[config.mk]
export PLATFORM = sky130hd
export DESIGN_NAME = text_plotter
export DESIGN_NICKNAME = d
export VERILOG_FILES = /design/src/rtl/text_plotter_pkg.sv /design/src/rtl/text_plotter_font_rom.sv /design/src/rtl/text_plotter.sv
export SDC_FILE = /design/constraint.sdc
export NUM_CORES = 1
export LEC_CHECK = 0
export CAP_MARGIN = 0
export CORE_ASPECT_RATIO = 2
export CORE_MARGIN = 5
export CORE_UTILIZATION = 34
export CTS_CLUSTER_DIAMETER = 30
export DETAILED_ROUTE_END_ITERATION = 6
export GPL_TIMING_DRIVEN = 0
export PLACE_DENSITY = 0.54
export SLEW_MARGIN = 0
export SYNTH_ARGS = -nofsm -noshare
export SYNTH_HDL_FRONTEND = slang
export SYNTH_HIERARCHICAL = 1
export SYNTH_SLANG_ARGS = --single-unit
[constraint.sdc]
create_clock -name clock -period 4.29 [get_ports clock]
set_input_delay 1.0725 -clock clock [delete_from_list [all_inputs] [get_ports clock]]
set_output_delay 1.0725 -clock clock [all_outputs]
set_load 0.02 [all_outputs]
[src/rtl/text_plotter_pkg.sv]
// Shared constants for the text plotter: glyph geometry, FSM encodings, font.
// Latency: n/a (constants only).
// Backpressure: n/a.
package text_plotter_pkg;

    localparam int GLYPH_W    = 5;
    localparam int GLYPH_H    = 7;
    localparam int CELL_W     = 6;                 // glyph plus one gap column
    localparam int GLYPH_BITS = GLYPH_W * GLYPH_H;

    typedef logic [2:0] state_t;
    localparam state_t S_IDLE  = 3'd0;
    localparam state_t S_FETCH = 3'd1;
    localparam state_t S_WAIT  = 3'd2;
    localparam state_t S_DRAW  = 3'd3;
    localparam state_t S_FIN   = 3'd4;

    // One entry per code. Row 0 sits in the top five bits; within a row the
    // MSB is the leftmost column.
    localparam logic [GLYPH_BITS-1:0] FONT [0:15] = '{
        35'b01110_10001_10011_10101_11001_10001_01110,  // 0
        35'b00100_01100_00100_00100_00100_00100_01110,  // 1
        35'b01110_10001_00001_00010_00100_01000_11111,  // 2
        35'b11111_00010_00100_00010_00001_10001_01110,  // 3
        35'b00010_00110_01010_10010_11111_00010_00010,  // 4
        35'b11111_10000_11110_00001_00001_10001_01110,  // 5
        35'b00110_01000_10000_11110_10001_10001_01110,  // 6
        35'b11111_00001_00010_00100_01000_01000_01000,  // 7
        35'b01110_10001_10001_01110_10001_10001_01110,  // 8
        35'b01110_10001_10001_01111_00001_00010_01100,  // 9
        35'b01110_10001_10001_11111_10001_10001_10001,  // A
        35'b11110_10001_10001_11110_10001_10001_11110,  // B
        35'b01110_10001_10000_10000_10000_10001_01110,  // C
        35'b11100_10010_10001_10001_10001_10010_11100,  // D
        35'b11111_10000_10000_11110_10000_10000_11111,  // E
        35'b11111_11111_11111_11111_11111_11111_11111   // solid block
    };

endpackage

[src/rtl/text_plotter_font_rom.sv]
// Glyph row lookup: code + row index -> 5 pixel bits (MSB = leftmost column).
// Latency: combinational.
// Backpressure: none. Ports: code, cy in; row out (zero for cy >= GLYPH_H).
module font_rom
    import text_plotter_pkg::*;
(
    input  logic [3:0]         code,
    input  logic [2:0]         cy,
    output logic [GLYPH_W-1:0] row
);

    logic [GLYPH_BITS-1:0] glyph;

    always_comb begin
        glyph = FONT[code];
        row   = '0;
        case (cy)
            3'd0:    row = glyph[34:30];
            3'd1:    row = glyph[29:25];
            3'd2:    row = glyph[24:20];
            3'd3:    row = glyph[19:15];
            3'd4:    row = glyph[14:10];
            3'd5:    row = glyph[9:5];
            3'd6:    row = glyph[4:0];
            default: row = '0;
        endcase
    end

endmodule

[src/rtl/text_plotter.sv]
// Renders len character codes from the char RAM as 5x7 glyphs, one pixel/cycle.
// Latency: 44 cycles per char (fetch, RAM wait, 42 pixels); done 44*len+1 after start.
// Backpressure: none; start ignored while busy/FIN. Macro TEXT_PLOTTER_TRANSPARENT_EN
// suppresses plot on background pixels. Ports: start/x0/y0/len/fg/bg request,
// ram_address/ram_q RAM read, x/y/colour/plot pixel out, busy/done status.
module text_plotter
    import text_plotter_pkg::*;
#(
    parameter int X_W    = 8,
    parameter int Y_W    = 7,
    parameter int X_MAX  = 160,
    parameter int Y_MAX  = 120,
    parameter int ADDR_W = 5,
    parameter int CHAR_W = 4,
    parameter int COL_W  = 3
) (
    input  logic              clock,
    input  logic              resetn,
    input  logic              start,
    input  logic [X_W-1:0]    x0,
    input  logic [Y_W-1:0]    y0,
    input  logic [ADDR_W:0]   len,
    input  logic [COL_W-1:0]  fg_colour,
    input  logic [COL_W-1:0]  bg_colour,
    output logic [ADDR_W-1:0] ram_address,
    input  logic [CHAR_W-1:0] ram_q,
    output logic [X_W-1:0]    x,
    output logic [Y_W-1:0]    y,
    output logic [COL_W-1:0]  colour,
    output logic              plot,
    output logic              busy,
    output logic              done
);

    localparam logic [X_W:0] X_LIM = (X_W+1)'(X_MAX);
    localparam logic [Y_W:0] Y_LIM = (Y_W+1)'(Y_MAX);

    state_t              state;
    logic [ADDR_W:0]     len_r;
    logic [ADDR_W:0]     idx;
    logic [X_W-1:0]      x_base;     // left column of the current cell
    logic [Y_W-1:0]      y0_r;
    logic [COL_W-1:0]    fg_r;
    logic [COL_W-1:0]    bg_r;
    logic [CHAR_W-1:0]   code_r;
    logic [2:0]          cx;
    logic [2:0]          cy;
    logic [X_W-1:0]      x_hold;
    logic [Y_W-1:0]      y_hold;
    logic [COL_W-1:0]    colour_hold;

    logic [GLYPH_W-1:0]  glyph_row;
    logic [GLYPH_W-1:0]  row_sh;
    logic [X_W-1:0]      x_pix;
    logic [Y_W-1:0]      y_pix;
    logic [COL_W-1:0]    pix_colour;
    logic                font_on;
    logic                in_view;
    logic                pix_en;
    logic                drawing;
    logic [ADDR_W:0]     idx_nxt;

    font_rom u_font (
        .code (code_r[3:0]),
        .cy   (cy),
        .row  (glyph_row)
    );

    // Shifting the row left by cx puts the current column in the MSB; the gap
    // column (cx == 5) shifts everything out, so it always reads as background.
    assign row_sh     = glyph_row << cx;
    assign font_on    = row_sh[GLYPH_W-1];
    assign x_pix      = x_base + X_W'(cx);
    assign y_pix      = y0_r + Y_W'(cy);
    assign pix_colour = font_on ? fg_r : bg_r;
    assign in_view    = ({1'b0, x_pix} < X_LIM) && ({1'b0, y_pix} < Y_LIM);
    assign drawing    = (state == S_DRAW);
    assign idx_nxt    = idx + (ADDR_W+1)'(1);

`ifdef TEXT_PLOTTER_TRANSPARENT_EN
    assign pix_en = in_view && font_on;
`else
    assign pix_en = in_view;
`endif

    assign plot   = drawing && pix_en;
    assign busy   = (state == S_FETCH) || (state == S_WAIT) || drawing;
    assign done   = (state == S_FIN);
    assign x      = drawing ? x_pix      : x_hold;
    assign y      = drawing ? y_pix      : y_hold;
    assign colour = drawing ? pix_colour : colour_hold;

    always_ff @(posedge clock or negedge resetn) begin
        if (!resetn) begin
            state       <= S_IDLE;
            len_r       <= '0;
            idx         <= '0;
            x_base      <= '0;
            y0_r        <= '0;
            fg_r        <= '0;
            bg_r        <= '0;
            code_r      <= '0;
            cx          <= '0;
            cy          <= '0;
            x_hold      <= '0;
            y_hold      <= '0;
            colour_hold <= '0;
            ram_address <= '0;
        end else begin
            case (state)
                S_IDLE: begin
                    if (start) begin
                        len_r  <= len;
                        x_base <= x0;
                        y0_r   <= y0;
                        fg_r   <= fg_colour;
                        bg_r   <= bg_colour;
                        idx    <= '0;
                        cx     <= '0;
                        cy     <= '0;
                        if (len == '0) begin
                            state <= S_FIN;
                        end else begin
                            state       <= S_FETCH;
                            ram_address <= '0;
                        end
                    end
                end
                S_FETCH: state <= S_WAIT;
                S_WAIT: begin
                    code_r <= ram_q;
                    state  <= S_DRAW;
                end
                S_DRAW: begin
                    x_hold      <= x_pix;
                    y_hold      <= y_pix;
                    colour_hold <= pix_colour;
                    if (cx == 3'(CELL_W-1)) begin
                        cx <= '0;
                        if (cy == 3'(GLYPH_H-1)) begin
                            cy     <= '0;
                            idx    <= idx_nxt;
                            x_base <= x_base + X_W'(CELL_W);
                            if (idx_nxt == len_r) begin
                                state <= S_FIN;
                            end else begin
                                state       <= S_FETCH;
                                ram_address <= idx_nxt[ADDR_W-1:0];
                            end
                        end else begin
                            cy <= cy + 3'd1;
                        end
                    end else begin
                        cx <= cx + 3'd1;
                    end
                end
                S_FIN:   state <= S_IDLE;
                default: state <= S_IDLE;
            endcase
        end
    end

endmodule
==> run summary <==
status -> complete, no violations
remaining global-route overflow -> 0
count of maximum capacitance violations -> 0
I/O pin count -> 60
Relative slew margins -> 39.81%
maximum single-stage delay on the critical path -> 0.43 ns
VDD IR-drop max -> 0.3620 mV
height of the die -> 175.6 um
LEAKAGE -> 2.541 nW
cell repeated most along the worst path -> sky130_fd_sc_hd__mux2i_1
final setup violating endpoints -> 0
count of buffer and inverter cells on the critical path -> 2
worst-case clock skew -> 0.005130 ns
slowest library cell on the worst path -> sky130_fd_sc_hd__dfrtp_2
number of hold buffers added after cts -> 0
number of synthesized flops with an enable pin -> 0
sequential share of the synthesized area -> 37.03%
CTS HTree Levels -> 3
number of antenna diodes -> 0
number of iterations in the first detailed-routing pass -> 6
unrepaired setup endpoints after global routing -> true
launching element type of the critical path -> flip-flop
post-synthesis instance total -> 505
area of the core region -> 0.01344 mm^2
proportion of synthesized flip-flops having asynchronous set or reset -> 100.0%
drt first-iter violations -> 199
met2 Resource Use GR -> 35.72%
CP cell instances -> buf_4 -> ha_4 -> a21boi_4 -> nor3_2 -> a32o_2 -> nor4_4 -> o211ai_1 -> mux2i_1 -> nor2_1 -> o22ai_4 -> mux2i_1 -> o21ai_2 -> buf_2
number of distinct library cell variants in the gate-level netlist after synthesis -> 75
Mapped Nets -> 560
Via density -> 5.590
post-route clock period utilization -> 97.16%
count of antenna-violating nets left after detailed routing -> 0
die footprint -> 0.01630 mm^2
Crit path required time -> 3.22 ns
most congested layer reported by global routing -> met2
number of placement rows -> 60
initial core utilization -> 34.70%
critical path peak fanout -> 5
final wirelength -> 14.89 mm
weighted congestion at the end of routability-driven global placement -> 0.9547
post-synthesis sequential element count -> 69
CTS max path bufs -> 2
antenna violations before repair -> 0
worst endpoint data arrival time -> 3.10 ns
fraction of layout cells with a size suffix above 1 -> 22.46%
maximum number of pins on one net before global-route repair -> 70
footprint of the multi-input gates -> 0.002831 mm^2
smallest setup slack after layout -> 0.1220 ns
Remaining DRCs -> 0
number of port buffers -> 59
Primary FF master, synth -> sky130_fd_sc_hd__dfrtp_1
count of vias placed by the detailed router -> 4226
Nets -> 651
WS Path Type -> flip-flop to output pin
via count of the first global-routing pass -> 4395
area growth from synthesis to final layout -> 30.08%
Synth Area per Inst -> 9.234 um^2
peak clock frequency supported by timing -> 239.9 MHz
Worst Hold Margin -> 0.4839 ns
routing usage on met3 -> 2.743%
CTS tree -> done
Chip Width -> 92.81 um
Final Hold Fails -> 0
post-detail-place hpwl -> 11.24 mm
fill count -> 1315
Mapped Area -> 0.004663 mm^2
footprint of the flip-flops and latches -> 0.001734 mm^2
cell family with most CP delay -> compound AO/OA/AOI/OAI gates
CTS sink cnt -> 69
worst skew pair latency -> 0.33 ns
buffer cell driving the clock tree root -> sky130_fd_sc_hd__clkbuf_16
max-slew violation count -> 0
first-pass GRT wire length -> 23.15 mm
Pwr Total -> 0.005524 W
Worst setup EP type -> output pin
clock buffers created by TritonCTS -> 9
slew at the pin closest to its max-slew limit -> 0.9029 ns
post-place setup slack -> -0.8711 ns
Hold Crit Class -> flip-flop to flip-flop
global-route total usage across every layer -> 18.53%
Yosys Warn Count -> 6
met1 demand-to-capacity share in global routing -> 17.31%
Period minus WS final -> 4.168 ns
average wire length per cell after detail routing -> 19.70 um
CTS clk-pin slew, worst paths -> 0.06 ns
power density relative to cell area -> 910.7 mW/mm^2
==> power by group <==
| part | internal [W] | total [W] | leakage, nW | switching (W) |
|---|---|---|---|---|
| Sequential | 0.000961 | 0.00123 | 0.852 | 0.000264 |
| Combinational | 0.00161 | 0.00361 | 1.56 | 0.00200 |
| Clock | 0.000393 | 0.000685 | 0.128 | 0.000292 |
| Total | 0.00297 | 0.00552 | 2.54 | 0.00256 |
==> final timing paths <==
kind	slack, ns	startpoint	endpoint	cells after the start
setup / recovery	0.12	code_r[1]	colour[0]	13
hold / removal	0.48	colour_hold[0]	colour_hold[0]	2
setup reg to reg	1.57	code_r[1]	colour_hold[0]	12
hold reg to reg	0.48	colour_hold[0]	colour_hold[0]	2
max in group asynchronous	2.79	resetn	cy[1]	1
min in group asynchronous	0.85	resetn	y0_r[6]	1
==> cell usage in the layout, fill, tap and decap left out, types with 8 or more instances in the layout <==
cell	instances
sky130_fd_sc_hd__a21oi_1	34
sky130_fd_sc_hd__buf_2	10
sky130_fd_sc_hd__buf_4	27
sky130_fd_sc_hd__clkbuf_1	13
sky130_fd_sc_hd__clkbuf_16	9
sky130_fd_sc_hd__clkdlybuf4s50_1	53
sky130_fd_sc_hd__dfrtp_1	63
sky130_fd_sc_hd__ha_1	13
sky130_fd_sc_hd__inv_1	15
sky130_fd_sc_hd__mux2_2	24
sky130_fd_sc_hd__mux2i_1	10
sky130_fd_sc_hd__nand2_1	55
sky130_fd_sc_hd__nand2b_1	8
sky130_fd_sc_hd__nand3_1	8
sky130_fd_sc_hd__nor2_1	36
sky130_fd_sc_hd__nor3_1	10
sky130_fd_sc_hd__o21ai_0	43
sky130_fd_sc_hd__xnor2_1	11
sky130_fd_sc_hd__xor2_1	10
==> flip-flops by register name, summed over array words and instances, names as in the netlist <==
signal	count
bg_r	3
idx	6
cx	3
ram_address	5
colour_hold	3
y0_r	7
code_r	4
y_hold	7
len_r	6
state	3
x_base	8
fg_r	3
x_hold	8
cy	3
==> metal layers <==
layer,wire [um],share of wire (%)
met2,8377,56
met1,4980,33
met5,0,0
met4,1072,7.2
met3,462,3.1
==> area by class of cell <==
cell class	count	area share [%]
inverters	18	1.238
multi-input cells	385	46.68
flip-flops and latches	69	28.59
clock inverters	7	0.8251
well taps	155	3.197
plain buffers	33	3.383
clock buffers	9	3.713
repair buffers	80	12.38
==> cell usage after synthesis (4+ instances only) <==
master / instances / share of area [%]
sky130_fd_sc_hd__xor2_1: 10 / 1.9
sky130_fd_sc_hd__nand2b_1: 10 / 1.3
sky130_fd_sc_hd__buf_6: 4 / 0.97
sky130_fd_sc_hd__nor2b_1: 5 / 0.67
sky130_fd_sc_hd__buf_4: 5 / 0.81
sky130_fd_sc_hd__o22ai_1: 4 / 0.54
sky130_fd_sc_hd__nand2_1: 55 / 4.4
sky130_fd_sc_hd__nor2_1: 36 / 2.9
sky130_fd_sc_hd__dfrtp_1: 69 / 37
sky130_fd_sc_hd__mux2_2: 24 / 5.8
sky130_fd_sc_hd__nand3b_1: 4 / 0.64
sky130_fd_sc_hd__a21oi_1: 35 / 3.8
sky130_fd_sc_hd__xnor2_1: 11 / 2.1
sky130_fd_sc_hd__ha_1: 19 / 5.1
sky130_fd_sc_hd__clkbuf_1: 15 / 1.2
sky130_fd_sc_hd__nor3_1: 12 / 1.3
sky130_fd_sc_hd__a21o_1: 5 / 0.81
sky130_fd_sc_hd__a31oi_1: 8 / 1.1
sky130_fd_sc_hd__a32o_1: 4 / 0.86
sky130_fd_sc_hd__mux2i_1: 10 / 2.1
sky130_fd_sc_hd__o21ai_0: 47 / 5.0
sky130_fd_sc_hd__buf_2: 8 / 0.86
sky130_fd_sc_hd__nand3_1: 8 / 0.86
sky130_fd_sc_hd__inv_1: 17 / 1.4
==> through the flow <==
step | cell area, um^2 | utilization, % | setup TNS, ns | std cells
after floorplan | 4663 | - | 0 | 505
final | 6066 | 45.14 | 0 | 756
after detailed placement | 5445 | 40.52 | -2.458 | 719
after CTS | 5864 | 43.64 | 0 | 742
after global placement | 5448 | 40.54 | -20.99 | 719
after global routing | 6066 | 45.14 | -0.06139 | 756
==> tightest hold or removal path: cells and delay by family, from the launching register on <==
family,cells,cell delay [ns]
and+or+nand+nor,1,0.05
AOI/OAI and AO/OA,1,0.07
DFF,1,0.32
==> logic make-up after synthesis <==
family	count (synthesis)	synth area share, %
DFF	69	37.03
and+or+nand+nor	160	17.47
adders and majority gates	21	5.957
AOI/OAI and AO/OA	148	21.55
muxes	34	7.942
buffers and inverters	51	5.607
xor gates and xnor gates	22	4.454
==> what timing repair did <==
item	CTS	global route
endpoints found under the setup margin	4	4
resized for setup	42	29
pin swaps	2	12
endpoints found under the hold margin	0	0
buffers inserted	7	14
No activity file was read; power rests on OpenSTA's default activity.
